==> src/rtl/pi1r.sv <==
// Round-robin arbiter letting MASTERCOUNT PI masters share one PI slave.
// Completions are single-cycle pulses; optional watchdog forces a completion when the slave stalls.
module pi1r #(
  parameter int MASTERCOUNT = 2,
  parameter int ARCHBITSZ   = 32,
  parameter int TIMEOUT     = 0,
  localparam int SELW       = ARCHBITSZ / 8,
  localparam int ADDRBITSZ  = ARCHBITSZ - $clog2(ARCHBITSZ / 8),
  localparam int GW         = (MASTERCOUNT > 1) ? $clog2(MASTERCOUNT) : 1,
  localparam int CW         = (TIMEOUT > 0) ? $clog2(TIMEOUT + 1) : 1
) (
  input  logic                             clk_i,
  input  logic                             rst_i,
  input  logic [2*MASTERCOUNT-1:0]         m_op_i_flat,
  input  logic [ADDRBITSZ*MASTERCOUNT-1:0] m_addr_i_flat,
  input  logic [ARCHBITSZ*MASTERCOUNT-1:0] m_data_i_flat,
  input  logic [SELW*MASTERCOUNT-1:0]      m_sel_i_flat,
  output logic [ARCHBITSZ*MASTERCOUNT-1:0] m_data_o_flat,
  output logic [MASTERCOUNT-1:0]           m_rdy_o_flat,
  output logic [1:0]                       s_op_o,
  output logic [ADDRBITSZ-1:0]             s_addr_o,
  output logic [ARCHBITSZ-1:0]             s_data_o,
  output logic [SELW-1:0]                  s_sel_o,
  input  logic [ARCHBITSZ-1:0]             s_data_i,
  input  logic                             s_rdy_i,
  output logic [GW-1:0]                    gnt_o,
  output logic                             to_o
);

  // state | meaning
  // IDLE  | bus free, scanning requests starting after the last grant
  // BUSY  | granted master's op presented to the slave, awaiting s_rdy_i or watchdog
  // DONE  | completion pulse visible to the granted master, slave sees NOOP
  typedef enum logic [1:0] {IDLE, BUSY, DONE} state_t;

  localparam logic [CW-1:0] TO_LAST = CW'((TIMEOUT > 0) ? TIMEOUT - 1 : 0);

  state_t                 state, state_nx;
  logic [GW-1:0]          gnt, winner, cand;
  logic                   req_any, to_hit, to_q;
  logic [MASTERCOUNT-1:0] req, rdy_q;
  logic [CW-1:0]          cnt;

  logic [1:0]           m_op   [MASTERCOUNT];
  logic [ADDRBITSZ-1:0] m_addr [MASTERCOUNT];
  logic [ARCHBITSZ-1:0] m_data [MASTERCOUNT];
  logic [SELW-1:0]      m_sel  [MASTERCOUNT];
  logic [ARCHBITSZ-1:0] rdata_q[MASTERCOUNT];

  for (genvar i = 0; i < MASTERCOUNT; i++) begin : g_unpack
    assign m_op[i]   = m_op_i_flat[i*2 +: 2];
    assign m_addr[i] = m_addr_i_flat[i*ADDRBITSZ +: ADDRBITSZ];
    assign m_data[i] = m_data_i_flat[i*ARCHBITSZ +: ARCHBITSZ];
    assign m_sel[i]  = m_sel_i_flat[i*SELW +: SELW];
    assign req[i]    = |m_op[i];
    assign m_data_o_flat[i*ARCHBITSZ +: ARCHBITSZ] = rdata_q[i];
  end

  assign to_hit       = (TIMEOUT > 0) && (cnt == TO_LAST);
  assign m_rdy_o_flat = rdy_q;
  assign to_o         = to_q;
  assign gnt_o        = gnt;

  always_ff @(posedge clk_i) begin
    if (!rst_i) state <= IDLE;
    else        state <= state_nx;
  end

  always_comb begin
    state_nx = state;
    req_any  = 1'b0;
    winner   = gnt;
    cand     = '0;
    s_op_o   = 2'b00;
    s_addr_o = m_addr[gnt];
    s_data_o = m_data[gnt];
    s_sel_o  = m_sel[gnt];
    // Walk from farthest to nearest so the closest requester after gnt wins.
    for (int k = MASTERCOUNT; k >= 1; k--) begin
      cand = GW'((int'(gnt) + k) % MASTERCOUNT);
      if (req[cand]) begin
        req_any = 1'b1;
        winner  = cand;
      end
    end
    case (state)
      IDLE: if (req_any) state_nx = BUSY;
      BUSY: begin
        s_op_o = m_op[gnt];
        if (s_rdy_i || to_hit) state_nx = DONE;
      end
      DONE:    state_nx = IDLE;
      default: state_nx = IDLE;
    endcase
  end

  always_ff @(posedge clk_i) begin
    if (!rst_i) begin
      gnt   <= GW'(MASTERCOUNT - 1);
      cnt   <= '0;
      rdy_q <= '0;
      to_q  <= 1'b0;
      for (int i = 0; i < MASTERCOUNT; i++) rdata_q[i] <= '0;
    end else begin
      rdy_q <= '0;
      to_q  <= 1'b0;
      case (state)
        IDLE: if (req_any) begin
          gnt <= winner;
          cnt <= '0;
        end
        BUSY: begin
          if (s_rdy_i) begin
            rdata_q[gnt] <= s_data_i;
            rdy_q[gnt]   <= 1'b1;
          end else if (to_hit) begin
            rdata_q[gnt] <= '1;
            rdy_q[gnt]   <= 1'b1;
            to_q         <= 1'b1;
          end else begin
            cnt <= cnt + CW'(1);
          end
        end
        default: ;
      endcase
    end
  end

endmodule
==> config.mk <==
export PLATFORM = sky130hd
export DESIGN_NAME = pi1r
export DESIGN_NICKNAME = d
export VERILOG_FILES = /design/src/rtl/pi1r.sv
export SDC_FILE = /design/constraint.sdc
export NUM_CORES = 1
export LEC_CHECK = 0
export CORE_AREA = 3 3 117 119
export DETAILED_ROUTE_END_ITERATION = 8
export DIE_AREA = 0 0 120 122
export GPL_TIMING_DRIVEN = 0
export PLACE_DENSITY = 0.66
export SLEW_MARGIN = 20
export SYNTH_ARGS = -nofsm -noshare
export SYNTH_HDL_FRONTEND = slang
export SYNTH_SLANG_ARGS = --single-unit
==> constraint.sdc <==
create_clock -name clk_i -period 3 [get_ports clk_i]
set_input_delay 0.6 -clock clk_i [delete_from_list [all_inputs] [get_ports clk_i]]
set_output_delay 0.6 -clock clk_i [all_outputs]
set_load 0.05 [all_outputs]
==> impl_metrics.toml, run 1 <==
[synthesis]
synth_edf_count = 64
yosys_register_bits = 69
syn_nets = 408
synth_ff_type = "edfxtp_1"
netlist.area_leader.share_pct = 56.51
synth.top_cells.by_count = "mux2_2 (66), edfxtp_1 (64), and2_1 (33), and3_1 (32), buf_2 (9)"
yosysMostFrequentCell = "mux2_2"
synth.distinct_cells = 21
synthCells = 237
synthesis.area_mm2 = 0.003401
ys_async_sr_fraction_pct = 0
synth_area_leaders = "edfxtp_1 (57%), mux2_2 (22%), and2_1 (6.1%)"
yosysTopAreaCell = "edfxtp_1"
syn_avg_cell_area_um2 = 14.35
yosysWarningCount = 0
seq_area_frac_synth_pct = 59.46

[route]
drt_iter0_markers = 199
num_vias = 3096
wire_per_inst_um = 17.68
drc_errors = 0
drt_first_pass_iters = 4
vias_per_cell = 4.241
totalWireLength_um = 12910
ant_nets = 0

[worst_setup_path]
critPathRequiredTime_ps = 2400
critPathMaxFanout = 10
reg2reg_slack_ps = 1070
critPathLaunchType = "flop"
critPathKind = "flop to primary output"
endpoint_kind = "primary output"
arrival_ps = 2130
crit_end = "s_addr_o[9]"
r2r_end = "rdata_q[0][28]"
worst-r2r-cell-count = 4
worstSetupStartpoint = "gnt_o"
r2r_start = "state[1]"

[clock_tree]
cts.path.max_buffers = 2
ctsHoldBuffers = 0
cts_sinks = 69
clk_latency_ps = 320
tritoncts = "yes"
cts_buffers = 9
clkTransAtPathRegs_ps = 50
htreeDepth = 3
cts-root-buf = "clkbuf_16"

[sta]
final_hold_viol_count = 0
rsz0062_at_grt = "no"
setup_viol = 0
setup_tns_ps = 0
min_period_ps = 2725
relSlewSlack_pct = 48.83
worstMarginPinSlew_ps = 767.6
fin_crit_sh_pct = 90.84
timing.fmax_mhz = 366.9
finClkSkew_ps = 2.478
final_max_slew_viol_count = 0

[floorplan]
start_util_pct = 26.84
die_x_um = 120
core_mm2 = 0.01267
die_y_um = 122
placementRows = 41
io_pins = 307
die-area_mm2 = 0.01464

[finish]
final_util_pct = 54.90
syn_to_final_growth_pct = 104.6
drive_gt1_share_pct = 17.38
final_cells = 730
fillCellCount = 1067
layout.nets = 724
n_antenna_cell = 0

[global_route]
grt_pass1_vias = 3344
grt_antenna_before_repair = 0
grt_pass1_wl_um = 18730
grt_max_degree = 33
grt-ovfl-total = 0
groute.usage.overall_pct = 16.92

[min_path]
hp-start = "state[1]"
hp-class = "flop to flop"

[power_and_ir_drop]
peakVddDrop_mv = 0.2507
cellLeakagePower_nw = 2.790
powerDensity_mw_per_mm2 = 518.3

[placement]
dp_cells = 714
dp_hpwl_um = 10670
port-buffer-count = 305
gp_congestion = 0.8409

[run]
drv_cap = 0

[run_status]
status = "completed"
==> placed cells by master (no fill, tap or decap), types with 2 or more instances in the layout <==
cell / netlist / routed
clkbuf_16: 0 / 9
dfxtp_1: 5 / 5
clkdlybuf4s50_1: 0 / 268
clkbuf_1: 5 / 7
buf_6: 3 / 3
and3_1: 32 / 32
bufinv_16: 0 / 3
buf_2: 9 / 9
edfxtp_1: 64 / 64
or2b_2: 0 / 2
and2_1: 33 / 33
buf_4: 2 / 2
mux2_2: 66 / 66
nor2_1: 5 / 5
dlygate4sd2_1: 0 / 37
mux2i_1: 2 / 2
==> through the flow <==
| stage | worst slack (ps) | hold WS, ps | instance area (um^2) | power, mW |
|---|---|---|---|---|
| after floorplan | 528.8 | 587.3 | 3401 | 1.931 |
| after global routing | 106.8 | 726.4 | 6957 | 3.726 |
| after CTS | 174.8 | 682.2 | 6957 | 3.641 |
| after global placement | -170.8 | 618.1 | 6669 | 2.500 |
| final | 274.8 | 659.1 | 6957 | 3.606 |
| after detailed placement | 218.8 | 664.8 | 6671 | 2.506 |
==> how the worst min path moves through the flow <==
stage / end / slack (ps) / depth (start not counted)
6_report: gnt_o / 660 / 2
5_1_grt: gnt_o / 730 / 2
4_1_cts: gnt_o / 680 / 2
3_5_place_dp: state[0] / 660 / 3
3_3_place_gp: gnt_o / 620 / 2
2_1_floorplan: gnt_o / 590 / 2
==> cell families after synthesis <==
group,count (synthesis),share of synthesized area (%)
muxes,68,22.44
buffers and inverters,19,3.311
DFF,69,59.46
and+or+nand+nor,76,13.91
other,1,0.1103
AOI/OAI and AO/OA,4,0.7725
==> worst max-delay path, stage by stage (launching register included) <==
cell           delay [ps]
dfxtp_1               410
buf_2                 290
buf_2                 300
mux2_2                360
dlygate4sd2_1         440
==> layer usage <==
| metal | GRT usage [%] | wire length (um) | part of all wire [%] |
|---|---|---|---|
| met5 | 0 | 0 | 0 |
| met3 | 5.850 | 1186 | 9.2 |
| met4 | 4.080 | 142 | 1.1 |
| met1 | 18.45 | 4733 | 37 |
| met2 | 31.47 | 6843 | 53 |
==> sequential cells by signal (all words and copies together), names as in the netlist <==
register / cells
gnt_o: 1
m_rdy_o_flat: 2
rdata_q: 64
state: 2
==> repair_timing <==
action,4_1_cts,5_1_grt
buffers inserted,0,0
hold endpoints to repair,0,0
endpoints found under the setup margin,37,0
resized for setup,37,0
==> layout make-up <==
type,instances,area [um^2],area share [%]
buffer,19,112.6,1.619
clock buffer,11,232.7,3.345
timing repair buffer,305,3007,43.22
tap,172,215.2,3.094
clock inverter,5,98.84,1.421
sequential,69,2022,29.06
multi-input combinational,149,1269,18.24
==> report_power, final <==
| part | internal [mW] | switching, mW | leakage [nW] |
|---|---|---|---|
| Clock | 0.807 | 0.362 | 0.161 |
| Sequential | 1.11 | 0.0165 | 0.705 |
| Combinational | 0.533 | 0.781 | 1.92 |
| Total | 2.45 | 1.16 | 2.79 |
Power figures use the tool's default switching activity.
==> run 2, diff against run 1 <==
--- a/config.mk
+++ b/config.mk
@@ -5,6 +5,7 @@
 export SDC_FILE = /design/constraint.sdc
 export NUM_CORES = 1
 export LEC_CHECK = 0
+export ABC_CLOCK_PERIOD_IN_PS = 3000
 export CORE_AREA = 3 3 117 119
 export DETAILED_ROUTE_END_ITERATION = 8
 export DIE_AREA = 0 0 120 122
==> results of run 2 <==
The final DEF is identical to that of run 1; final timing and power are the same.
==> run 3, diff against run 2 <==
--- a/config.mk
+++ b/config.mk
@@ -10,7 +10,7 @@
 export DETAILED_ROUTE_END_ITERATION = 8
 export DIE_AREA = 0 0 120 122
 export GPL_TIMING_DRIVEN = 0
-export PLACE_DENSITY = 0.66
+export PLACE_DENSITY = 0.76
 export SLEW_MARGIN = 20
 export SYNTH_ARGS = -nofsm -noshare
 export SYNTH_HDL_FRONTEND = slang
==> impl_metrics.toml, run 3 (synthesized netlist as in run 1, its figures left out) <==
[run_status]
status = "completed"

[global_route]
groute.usage.overall_pct = 17.92
grt_pass1_wl_um = 19930
grt_antenna_before_repair = 0
grt-ovfl-total = 0
grt_max_degree = 33
grt_pass1_vias = 3515

[finish]
layout.nets = 724
drive_gt1_share_pct = 17.74
layout_commonest_cell = "clkdlybuf4s50_1"
layout_common_cells = "clkdlybuf4s50_1 (268), mux2_2 (66), edfxtp_1 (64)"
n_antenna_cell = 0
top_register = "rdata_q"
largest_reg_flops = 64
syn_to_final_growth_pct = 103.5
final_util_pct = 54.62

[route]
drt_first_pass_iters = 4
ant_nets = 0
drc_errors = 0
drt_iter0_markers = 145
wire_per_inst_um = 18.72
vias_per_cell = 4.422
num_vias = 3228
totalWireLength_um = 13660

[worst_setup_path]
cp_slowest_stage_delay_ps = 760
crit_chain = "buf_2 > mux2_2 > clkdlybuf4s50_1"
r2r_end = "rdata_q[0][3]"
endpoint_kind = "primary output"
arrival_ps = 2260
r2r_start = "state[1]"
critPathKind = "flop to primary output"
worst-r2r-cell-count = 4
critPathLaunchType = "flop"
critPathMaxFanout = 10
cp.buffers_inverters = 2
cp_slowest_cell = "clkdlybuf4s50_1"
critPathTopFamily = "buffers and inverters"
critPathRequiredTime_ps = 2400
reg2reg_slack_ps = 1050

[min_path]
hold_depth = 3
hp-class = "flop to flop"
hp-start = "state[0]"
min_to = "state[0]"

[placement]
port-buffer-count = 305
gp_congestion = 0.8740
dp_hpwl_um = 11320

[power_and_ir_drop]
peakVddDrop_mv = 0.2500
cellLeakagePower_nw = 2.774
powerDensity_mw_per_mm2 = 502.4

[sta]
relSlewSlack_pct = 47.99
final_max_slew_viol_count = 0
min_period_ps = 2862
setup_tns_ps = 0
holdWs_ps = 680.5
finClkSkew_ps = 4.507
setup_viol = 0
rsz0062_at_grt = "no"
final_hold_viol_count = 0
timing.fmax_mhz = 349.4
fin_crit_sh_pct = 95.41
worstMarginPinSlew_ps = 780.2

[clock_tree]
cts_buffers = 9
htreeDepth = 3
cts_sinks = 69
clk_latency_ps = 330
cts.path.max_buffers = 2
tritoncts = "yes"
clkTransAtPathRegs_ps = 60
cts-root-buf = "clkbuf_16"

[floorplan]
io_pins = 307
die-area_mm2 = 0.01464
start_util_pct = 26.84
placementRows = 41
die_y_um = 122
die_x_um = 120
core_mm2 = 0.01267

[run]
drv_cap = 0
## run 3: cell types whose count changed in the layout (fill, tap and decap cells not counted)
cell | previous run | this run
buf_2 | 9 | 8
bufinv_16 | 3 | 1
clkbuf_1 | 7 | 5
clkbuf_4 | 0 | 1
clkdlybuf4s15_1 | 0 | 1
clkinv_2 | 1 | 3
clkinv_4 | 0 | 2
dlygate4sd2_1 | 37 | 36
## run 3: power by group
group | switching (mW) | internal (mW)
Clock | 0.390 | 0.638
Sequential | 0.0190 | 1.11
Combinational | 0.790 | 0.534
## run 3: how the worst max path moves through the flow
| stage | startpoint | endpoint | slack, ps | depth (start not counted) |
|---|---|---|---|---|
| after floorplan | gnt_o | s_op_o[0] | 530 | 4 |
| after global placement | rst_i | rdata_q[0][28] | -260 | 5 |
| after detailed placement | gnt_o | s_op_o[1] | 120 | 5 |
| after CTS | gnt_o | s_op_o[1] | 40 | 5 |
| after global routing | gnt_o | s_data_o[27] | 30 | 3 |
| final | gnt_o | s_data_o[27] | 140 | 3 |
## run 3: cell type report
cell class	count	area, um^2
Timing Repair Buffer	305	3008
Sequential cell	69	2022
Fill cell	1074	5751
Tap cell	172	215.2
Buffer	19	115.1
Clock inverter	7	66.31
Clock buffer	9	225.2
Multi-Input combinational cell	149	1269
## run 3: repair_timing
item	CTS	global route
resized for setup	37	2
pin swaps	0	0
setup buffers	0	0
hold buffers	0	0
endpoints found under the setup margin	37	3
## run 3: worst reg2reg max path: stages, from the launching register on
cell and delay (ps):
dfxtp_1 310, and4b_1 230, buf_4 160, and2b_4 220
or2b_2 640
## run 3: stage by stage
step	cells	area, um^2	power, mW	setup WS (ps)
after detailed placement	714	6671	2.516	120.0
final	730	6920	3.477	137.8
after floorplan	237	3401	1.931	528.8
after global routing	730	6920	3.590	31.53
after CTS	730	6917	3.505	38.77
after global placement	714	6669	2.505	-255.5
## run 3: metal layers
layer  vias up  GRT usage (%)  share of wire (%)
li1       1510              -                  -
met1      1520          19.31                 36
met2       178          33.33                 54
met3        20          5.757                8.4
met4         0          5.583                1.8
met5         -              0                  0
